**src/rtl/ca_run_sequencer.sv**
```systemverilog
// ca_run_sequencer
//   Runs the 8-bit two-neighbour cellular-automaton step (catwocode) for a
//   requested number of generations. It captures rule/seed/gens on start and
//   holds the CA state in a register. Each accepted output beat applies one
//   generation. Each new generation is streamed out on a valid/ready port, and
//   done pulses when the run completes.
//
//   Optional build macro: CA_FIXPOINT_EN
//     Defined: a beat whose next generation equals the current state ends the
//     run early, and the sticky output 'fixpoint' reports it.
//
// Ports
//   clk, rst_n      clock (rising edge), asynchronous active-low reset
//   start           run request, sampled only in IDLE
//   abort           cancel run (RUN/FIN -> IDLE), beats start in IDLE
//   rule[3:0]       CA rule, captured on start
//   seed[7:0]       initial state, captured on start
//   gens[GEN_W-1:0] generations to run, captured on start
//   out_valid       out_data holds the next generation (high in RUN)
//   out_ready       consumer accepts out_data when out_valid & out_ready
//   out_data[7:0]   next generation = catwocode(state_q, rule_q)
//   state_q[7:0]    current registered CA state
//   gen_cnt         generations completed in this run
//   busy            high in RUN
//   done            one-cycle pulse on completion (suppressed by abort)
//   fixpoint        (CA_FIXPOINT_EN only) run ended on a fixed point
module ca_run_sequencer #(
  parameter int GEN_W = 8
) (
  input  logic             clk,
  input  logic             rst_n,
  input  logic             start,
  input  logic             abort,
  input  logic [3:0]       rule,
  input  logic [7:0]       seed,
  input  logic [GEN_W-1:0] gens,
  output logic             out_valid,
  input  logic             out_ready,
  output logic [7:0]       out_data,
  output logic [7:0]       state_q,
  output logic [GEN_W-1:0] gen_cnt,
  output logic             busy,
  output logic             done
`ifdef CA_FIXPOINT_EN
  ,
  output logic             fixpoint
`endif
);

  typedef enum logic [1:0] {
    IDLE = 2'd0,
    RUN  = 2'd1,
    FIN  = 2'd2
  } fsm_t;

  fsm_t             fsm_q,     fsm_d;
  logic [3:0]       rule_q,    rule_d;
  logic [GEN_W-1:0] gens_q,    gens_d;
  logic [GEN_W-1:0] gen_cnt_q, gen_cnt_d;
  logic [7:0]       state_d;
  logic [GEN_W-1:0] gen_inc;
`ifdef CA_FIXPOINT_EN
  logic             fixpoint_q, fixpoint_d;
`endif

  // Each cell i looks at itself and its left neighbour (i+1, wrapping);
  // that 2-bit pattern selects one bit of the rule.
  function automatic logic [7:0] catwocode(input logic [7:0] a,
                                           input logic [3:0] b);
    logic [7:0] y;
    for (int i = 0; i < 8; i++) begin
      y[i] = b[{a[(i + 1) % 8], a[i]}];
    end
    return y;
  endfunction

  assign gen_inc = gen_cnt_q + {{(GEN_W-1){1'b0}}, 1'b1};

  always_comb begin
    fsm_d     = fsm_q;
    rule_d    = rule_q;
    gens_d    = gens_q;
    gen_cnt_d = gen_cnt_q;
    state_d   = state_q;
`ifdef CA_FIXPOINT_EN
    fixpoint_d = fixpoint_q;
`endif
    out_data  = catwocode(state_q, rule_q);

    case (fsm_q)
      IDLE: begin
        // abort in IDLE outranks start
        if (start && !abort) begin
          rule_d    = rule;
          state_d   = seed;
          gens_d    = gens;
          gen_cnt_d = '0;
`ifdef CA_FIXPOINT_EN
          fixpoint_d = 1'b0;
`endif
          fsm_d     = (gens == '0) ? FIN : RUN;
        end
      end
      RUN: begin
        if (abort) begin
          fsm_d = IDLE;
        end else if (out_ready) begin
          state_d   = out_data;
          gen_cnt_d = gen_inc;
          if (gen_inc == gens_q) begin
            fsm_d = FIN;
          end
`ifdef CA_FIXPOINT_EN
          // A state that maps onto itself will never change again.
          if (out_data == state_q) begin
            fsm_d      = FIN;
            fixpoint_d = 1'b1;
          end
`endif
        end
      end
      FIN: begin
        fsm_d = IDLE;
      end
      default: begin
        fsm_d = IDLE;
      end
    endcase
  end

  always_ff @(posedge clk or negedge rst_n) begin
    if (!rst_n) begin
      fsm_q     <= IDLE;
      rule_q    <= '0;
      gens_q    <= '0;
      gen_cnt_q <= '0;
      state_q   <= '0;
`ifdef CA_FIXPOINT_EN
      fixpoint_q <= 1'b0;
`endif
    end else begin
      fsm_q     <= fsm_d;
      rule_q    <= rule_d;
      gens_q    <= gens_d;
      gen_cnt_q <= gen_cnt_d;
      state_q   <= state_d;
`ifdef CA_FIXPOINT_EN
      fixpoint_q <= fixpoint_d;
`endif
    end
  end

  assign out_valid = (fsm_q == RUN);
  assign busy      = (fsm_q == RUN);
  // An abort arriving during FIN cancels the completion pulse.
  assign done      = (fsm_q == FIN) && !abort;
  assign gen_cnt   = gen_cnt_q;
`ifdef CA_FIXPOINT_EN
  assign fixpoint  = fixpoint_q;
`endif

endmodule
```
**config.mk**
```make
export PLATFORM = sky130hd
export DESIGN_NAME = ca_run_sequencer
export DESIGN_NICKNAME = d
export VERILOG_FILES = /design/src/rtl/ca_run_sequencer.sv
export SDC_FILE = /design/constraint.sdc
export NUM_CORES = 1
export LEC_CHECK = 0
export ABC_AREA = 1
export CAP_MARGIN = 20
export CORE_AREA = 2 2 68 70
export CTS_BUF_LIST = sky130_fd_sc_hd__clkbuf_2 sky130_fd_sc_hd__clkbuf_4 sky130_fd_sc_hd__clkbuf_8
export DETAILED_ROUTE_END_ITERATION = 12
export DIE_AREA = 0 0 70 72
export HOLD_SLACK_MARGIN = 0.08
export MAX_ROUTING_LAYER = met4
export PLACE_DENSITY = 0.74
export SYNTH_ARGS = -nofsm -noshare
export SYNTH_HDL_FRONTEND = slang
export SYNTH_SLANG_ARGS = --single-unit
```
**constraint.sdc**
```tcl
create_clock -name clk -period 1.59 [get_ports clk]
set_clock_uncertainty 0.15 [all_clocks]
set_input_delay 0.2385 -clock clk [delete_from_list [all_inputs] [get_ports clk]]
set_output_delay 0.2385 -clock clk [all_outputs]
set_load 0.02 [all_outputs]
```
==> results.cfg <==
[status]
status = finished, violations left
violations = setup timing

[worst_setup_path]
cp-start-kind = flop
r2r_start = gen_cnt[0]
crit_type = reg2out
cp.required_ns = 1.20
endpoint = out_data[4]
critPathCaptureType = output pin
cp.arrival_ns = 1.41
rr_endpoint = fsm_q[1]
worstSetupStartpoint = rule_q[2]
rr_worst_depth = 10
cp_max_fo = 4
reg2reg_slack_ns = -0.05

[floorplan]
die_y_um = 72
row_count = 24
dieArea_um2 = 5040
die_w_um = 70
coreArea_um2 = 4260
start_util_pct = 42.7
num_io_pins = 52

[route]
drc = 0
dr.pass1.iters = 4
num_vias = 2140
drt_iter0_markers = 140
drt.antenna.violating_nets = 0
viasPerCell = 5.30
wirelength_um = 5820
wl_per_cell_um = 14.4

[yosys]
async_reset_ff_share_pct = 100
synth_seq_cells = 30
yosysTopAreaCell = dfrtp_1
synth_area_leaders = dfrtp_1, nand2_1, o211ai_1, nand3_1, inv_1
synth.most_common_cell = nand2_1
ys_warn_count = 0
synth_fp_nets = 272
syn_inst = 246
yosysUniqueCellTypes = 24
syn_area_per_cell_um2 = 7.40
synthFlopType = dfrtp_1
ys_top_cells_by_count = nand2_1, inv_1, dfrtp_1
synth_edf_count = 0
synth_top_area_share_pct = 41.3
yosysSeqAreaShare_pct = 41.3
syn-cell-area_um2 = 1820

[clock_tree]
cts_buffers = 5
path_clk_slew_ns = 0.06
clockRootBuffer = clkbuf_8
cts_max_level = 2
numClockSinks = 30
cts_tree = done
clk_path_buf_depth = 2
clock_latency_ns = 0.29

[sta]
relSlewSlack_pct = 81.2
slew_violations = 0
fin_crit_sh_pct = 113
tns_ns = -1.22
final-hold-violation-count = 0
setup_viol = 14
final.setup.worst_slack_ns = -0.208
rsz0062_at_grt = true
fin_crit_ns = 1.80
fmax_mhz = 556
worstMarginPinSlew_ns = 0.280

[global_routing]
grt-ovfl-total = 0
grt_antenna_before_repair = 0
grt_pass1_vias = 1956
grt.total_usage_pct = 23.1
grt_max_degree = 31
grt_pass1_wl_um = 9040

[place]
dp_hpwl_um = 3690
dp_cells = 368
portBuffers = 51
gp_congestion = 0.903

[cells_and_area]
area_growth_pct = 65.3
final_nets = 377
antenna_cells = 0
instances_no_fill = 404
fillers = 352
drive_above_1_share_pct = 34.9

[power_and_ir_drop]
power_density_nw_per_um2 = 1330
ir_worst_vdd_v = 0.000760
total_leakage_power_nw = 1.44

[worst_hold_path]
hold_path_class = in2async

[job]
maxCapViolCount = 0
==> state kept, by name, summed over array words and instances, names as in the netlist <==
| register | flops |
|---|---|
| rule_q | 4 |
| state_q | 8 |
| gens_q | 8 |
| fsm_q | 2 |
| gen_cnt | 8 |
==> kinds of logic after synthesis <==
group,Yosys count,share of synthesized area [%]
and+or+nand+nor,120,30.3
AOI/OAI and AO/OA,52,17.9
buffers and inverters,42,9.42
DFF,30,41.3
xor gates and xnor gates,1,0.482
adders and majority gates,1,0.688
==> final cells by class <==
type | instances | area, um2 | share of cell area (%)
inverter | 33 | 130 | 4.33
timing repair buffer | 107 | 977 | 32.5
clock buffer | 7 | 90.1 | 3.00
multi-input combinational | 174 | 980 | 32.6
sequential | 30 | 759 | 25.3
clock inverter | 1 | 5.00 | 0.166
tap | 52 | 65.1 | 2.16
==> repair_timing <==
item / in CTS / in global routing
gates resized for setup: 92 / 37
hold buffers: 0 / 0
setup buffers: 7 / 18
setup endpoints to repair: 45 / 33
pin swaps: 11 / 10
cloned: 1 / 2
==> how the worst min path moves through the flow <==
stage            endpoint  slack, ns  cells after the start
2_1_floorplan    fsm_q[0]      -0.21                      0
3_3_place_gp    gens_q[0]       0.33                      2
3_5_place_dp    gens_q[0]       0.33                      2
4_1_cts         gens_q[2]       0.17                      2
5_1_grt        state_q[5]       0.19                      2
6_report       state_q[5]       0.17                      2
==> stage by stage <==
stage          cell area, um2  worst slack (ns)  util, %  total power [mW]  hold slack (ns)
4_1_cts                  2780            -0.140     65.1              3.66            0.168
6_report                 3010            -0.208     70.5              3.99            0.165
5_1_grt                  3010            -0.260     70.5              4.23            0.190
2_1_floorplan            1830            0.0223        -              2.10           -0.207
3_5_place_dp             2610            -0.253     61.2              3.04            0.333
3_3_place_gp             2610            -0.233     61.2              3.01            0.329
==> where the power goes <==
| part | total (mW) | switching (mW) | internal [mW] |
|---|---|---|---|
| Clock | 0.657 | 0.291 | 0.366 |
| Combinational | 2.17 | 1.15 | 1.02 |
| Sequential | 1.16 | 0.212 | 0.949 |
| Total | 3.99 | 1.66 | 2.33 |
==> metal layers <==
metal / GRT usage, % / vias to the layer above / routed length [um]
met5: - / - / 0
met4: 7.05 / 0 / 95
met3: 4.72 / 11 / 328
met2: 36.9 / 69 / 2840
met1: 29.9 / 1019 / 2550
li1: - / 1041 / -
==> worst max-delay path, stage by stage, from the launching register on <==
cell,delay [ns]
dfrtp_2,0.43
buf_2,0.17
o211ai_1,0.27
nand2_1,0.09
buf_2,0.17
==> layout by cell type (no fill, tap or decap), types with 3 or more instances in the layout <==
cell type	count
nand2_1	57
o21ai_1	14
buf_4	42
nor2_2	6
o22ai_1	4
o21ai_0	10
inv_2	10
nor2_1	6
o211ai_1	24
dfrtp_2	7
nand2_2	12
dfrtp_1	23
nand3_1	24
buf_12	3
buf_6	14
clkbuf_8	6
clkdlybuf4s50_1	23
buf_2	7
nor2_4	5
dlygate4sd2_1	15
inv_1	21
Power figures use the tool's default switching activity.
==> patch: new RTL, same flow settings <==
Encoding of `fsm_t`: now one-hot (3 bits for 3 states).
--- a/src/rtl/ca_run_sequencer.sv
+++ b/src/rtl/ca_run_sequencer.sv
@@ -47,10 +47,10 @@
 `endif
 );
 
-  typedef enum logic [1:0] {
-    IDLE = 2'd0,
-    RUN  = 2'd1,
-    FIN  = 2'd2
+  typedef enum logic [2:0] {
+    IDLE = 3'b001,
+    RUN  = 3'b010,
+    FIN  = 3'b100
   } fsm_t;
 
   fsm_t             fsm_q,     fsm_d;
Behaviour: same outputs for any inputs over 10 cycles, from zero or initial values and one cycle with rst_n low; not proved beyond that.
==> patch against the unedited design <==
The flow still finishes with violations (negative setup slack). Total power increased by 45%. Highest routed layer unchanged. Area after synthesis grew 1.4%. Non-clock buffer count increased by 7. Synthesized cell count is 2.0% lower. Sequential power is 22% higher. Clock power rose by 7.0%. Critical path depth rose by 6. Design area is 5.3% higher. Wire length is 7.0% higher. Sequential share of layout area is 0.44 points lower. Sequential cell count increased by 1. Worst setup slack improved by 0.021 ns. Count of clock-buffer cells in the layout increased by 1.
==> patch: results (changes against the unedited design) <==
- The flow ran to the end, but the final reports show violations.
- The final reports fail on negative setup slack.
- The cell sitting at the root of the clock tree is a clkbuf_8.
- The total clock buffers created by CTS is 5 (unchanged).
- The synthesis warning total came to 0 (unchanged).
- The maximum fanout count along the critical path is 4 (unchanged).
- The number of buffers added on ports is 51 (unchanged).
- The routability-driven placement congestion ratio is 0.845 (-6.4%).
- The half-perimeter wire length after placement came to 3.83 mm (+3.7%).
- The number of global-route vias before repair is 2,088 (+6.7%).
- The fraction of registers with async set/reset came to 100% (unchanged).
- The met3 layer usage reported by global route is 4.44% (-0.28 points).
- The length of the first detailed-routing pass in iterations is 4 (unchanged).
- The average via count per standard cell is 5.31 (+0.32%).
- The post-route setup TNS is -1.41 ns (-0.187 ns).
- The count of inserted antenna diode cells is 0 (unchanged).
- The wire length of the first global-routing pass is 9.44 mm (+4.4%).
- The final cell count without fillers is 408 (+0.99%).
- The final net count is 381 (+1.1%).
- The share of synthesized area occupied by flip-flops and latches is 42.1% (+0.86 points).
- The later pin in the worst-skew pair is clocked with a latency of 0.28 ns.
- The average detailed-routed wire length per instance was 15.3 um (+5.9%).
- Sorting the synthesized cells by area gives the leading types as dfrtp_1 (41%), nand2_1 (12%), inv_1 (7.5%), o211ai_1 (6.5%), o21ai_0 (5.7%).
- After clock tree synthesis, the clock-pin slew on the worst setup and hold paths is 0.07 ns.
- The total global routing track utilization was 23.9% (+0.82 points).
- The met1 track utilization from global routing was 29.5% (-0.47 points).
- The final number of setup-violating endpoints is 19 (+5).
- The capture point of the worst reg-to-reg path is fsm_q[2].
- The startpoint type of the worst setup path is a flip-flop.
- The net count after synthesis is 267 (-1.8%).
- The gate count of the mapped netlist is 241 (-2.0%).
- The peak supply drop was 1190 uV (+57%).
- The fraction of final layout cells sized beyond drive strength 1 is 41.3% (+6.3 points).
- The minimum setup slack after placement is -0.322 ns (-0.0686 ns).
- The placement-stage cell area is 2750 um2 (+5.4%).
- The worst-margin pin slew was 0.285 ns (+0.00452 ns).
- The data arrival time of the critical path was 1.80 ns (+0.39 ns).
- The maximum clock path buffer count is 2 (unchanged).
- The iteration-0 DRC count of the detailed router is 119 (-15%).
- The leakage power was 1.51 nW (+4.9%).
- The maximum number of pins on one net before global-route repair is 28 (-9.7%).
- In this run the critical register-to-register path is launched from gen_cnt[0].
- The met2 capacity usage during global routing is 41.3% (+4.3 points).
- The top flip-flop cell by instance count after synthesis is dfrtp_1.
- The H-tree depth is 2 (unchanged).
- The initial antenna violation count came to 0 (unchanged).
- The worst hold-check path type is reg -> reg.
- The unique cell type count in the Yosys netlist came to 26 (+8.3%).
- The setup slack of the critical path after layout is -0.187 ns (+0.0211 ns).
- The commonest cells after synthesis are nand2_1 (57), inv_1 (37), dfrtp_1 (30).
- The most utilized layer in the global route result is met2.
- The critical path capture point type is a flip-flop.
- The depth of the worst register-to-register path is 10 (unchanged).
## patch: area by class of cell
type | instances | area (um2)
fillers | 300 | 1100
repair buffers | 114 | 1030
clock buffers | 8 | 104
inverters | 38 | 153
well taps | 52 | 65.1
flip-flops and latches | 31 | 786
multi-input cells | 165 | 1030
## patch: worst min-delay path by stage
stage | startpoint | to | slack, ns | cells after the start
2_1_floorplan | rst_n | fsm_q[1] | -0.21 | 0
3_3_place_gp | gens_q[3] | gens_q[3] | 0.32 | 2
3_5_place_dp | gens_q[3] | gens_q[3] | 0.33 | 2
4_1_cts | gens_q[3] | gens_q[3] | 0.35 | 2
5_1_grt | gens_q[3] | gens_q[3] | 0.39 | 2
6_report | gens_q[3] | gens_q[3] | 0.34 | 2
## patch: logic make-up (layout without fill, tap and decap cells)
group	count (synthesis)	count (layout)	share of synthesized area (%)
buffers and inverters	45	160	9.84
AO/OA/AOI/OAI	54	54	17.8
adder cells (fa/ha/maj)	1	1	0.678
XOR/XNOR	2	2	0.950
AND/OR/NAND/NOR	106	106	27.4
flip-flops	31	31	42.1
multiplexers	2	2	1.22
## patch: where the power goes
part	leakage, nW	internal, mW	switching (mW)	total, mW
Combinational	1.08	1.87	1.78	3.65
Clock	0.0549	0.412	0.291	0.703
Sequential	0.382	1.09	0.318	1.41
## patch: repair_timing
| item | 4_1_cts | 5_1_grt |
|---|---|---|
| setup buffers | 13 | 8 |
| hold buffers | 1 | 0 |
| pin swaps | 18 | 31 |
| resized for setup | 96 | 72 |
| setup endpoints to repair | 42 | 29 |
| endpoints found under the hold margin | 3 | 0 |
| gates cloned | 0 | 1 |
## patch: layer usage
metal / wire [um] / vias up
li1: - / 1028
met1: 2600 / 1029
met3: 295 / 19
met4: 168 / 0
met2: 3160 / 92
met5: 0 / -
## patch: worst max-delay path: stages (launching register included)
cell	delay, ns
dfrtp_2	0.44
buf_4	0.14
buf_4	0.13
nand3_1	0.10
xor2_2	0.20
xor2_1	0.17
nor2_1	0.07
nand2_1	0.07
nand2_1	0.08
nand2_1	0.08
nor2_2	0.03
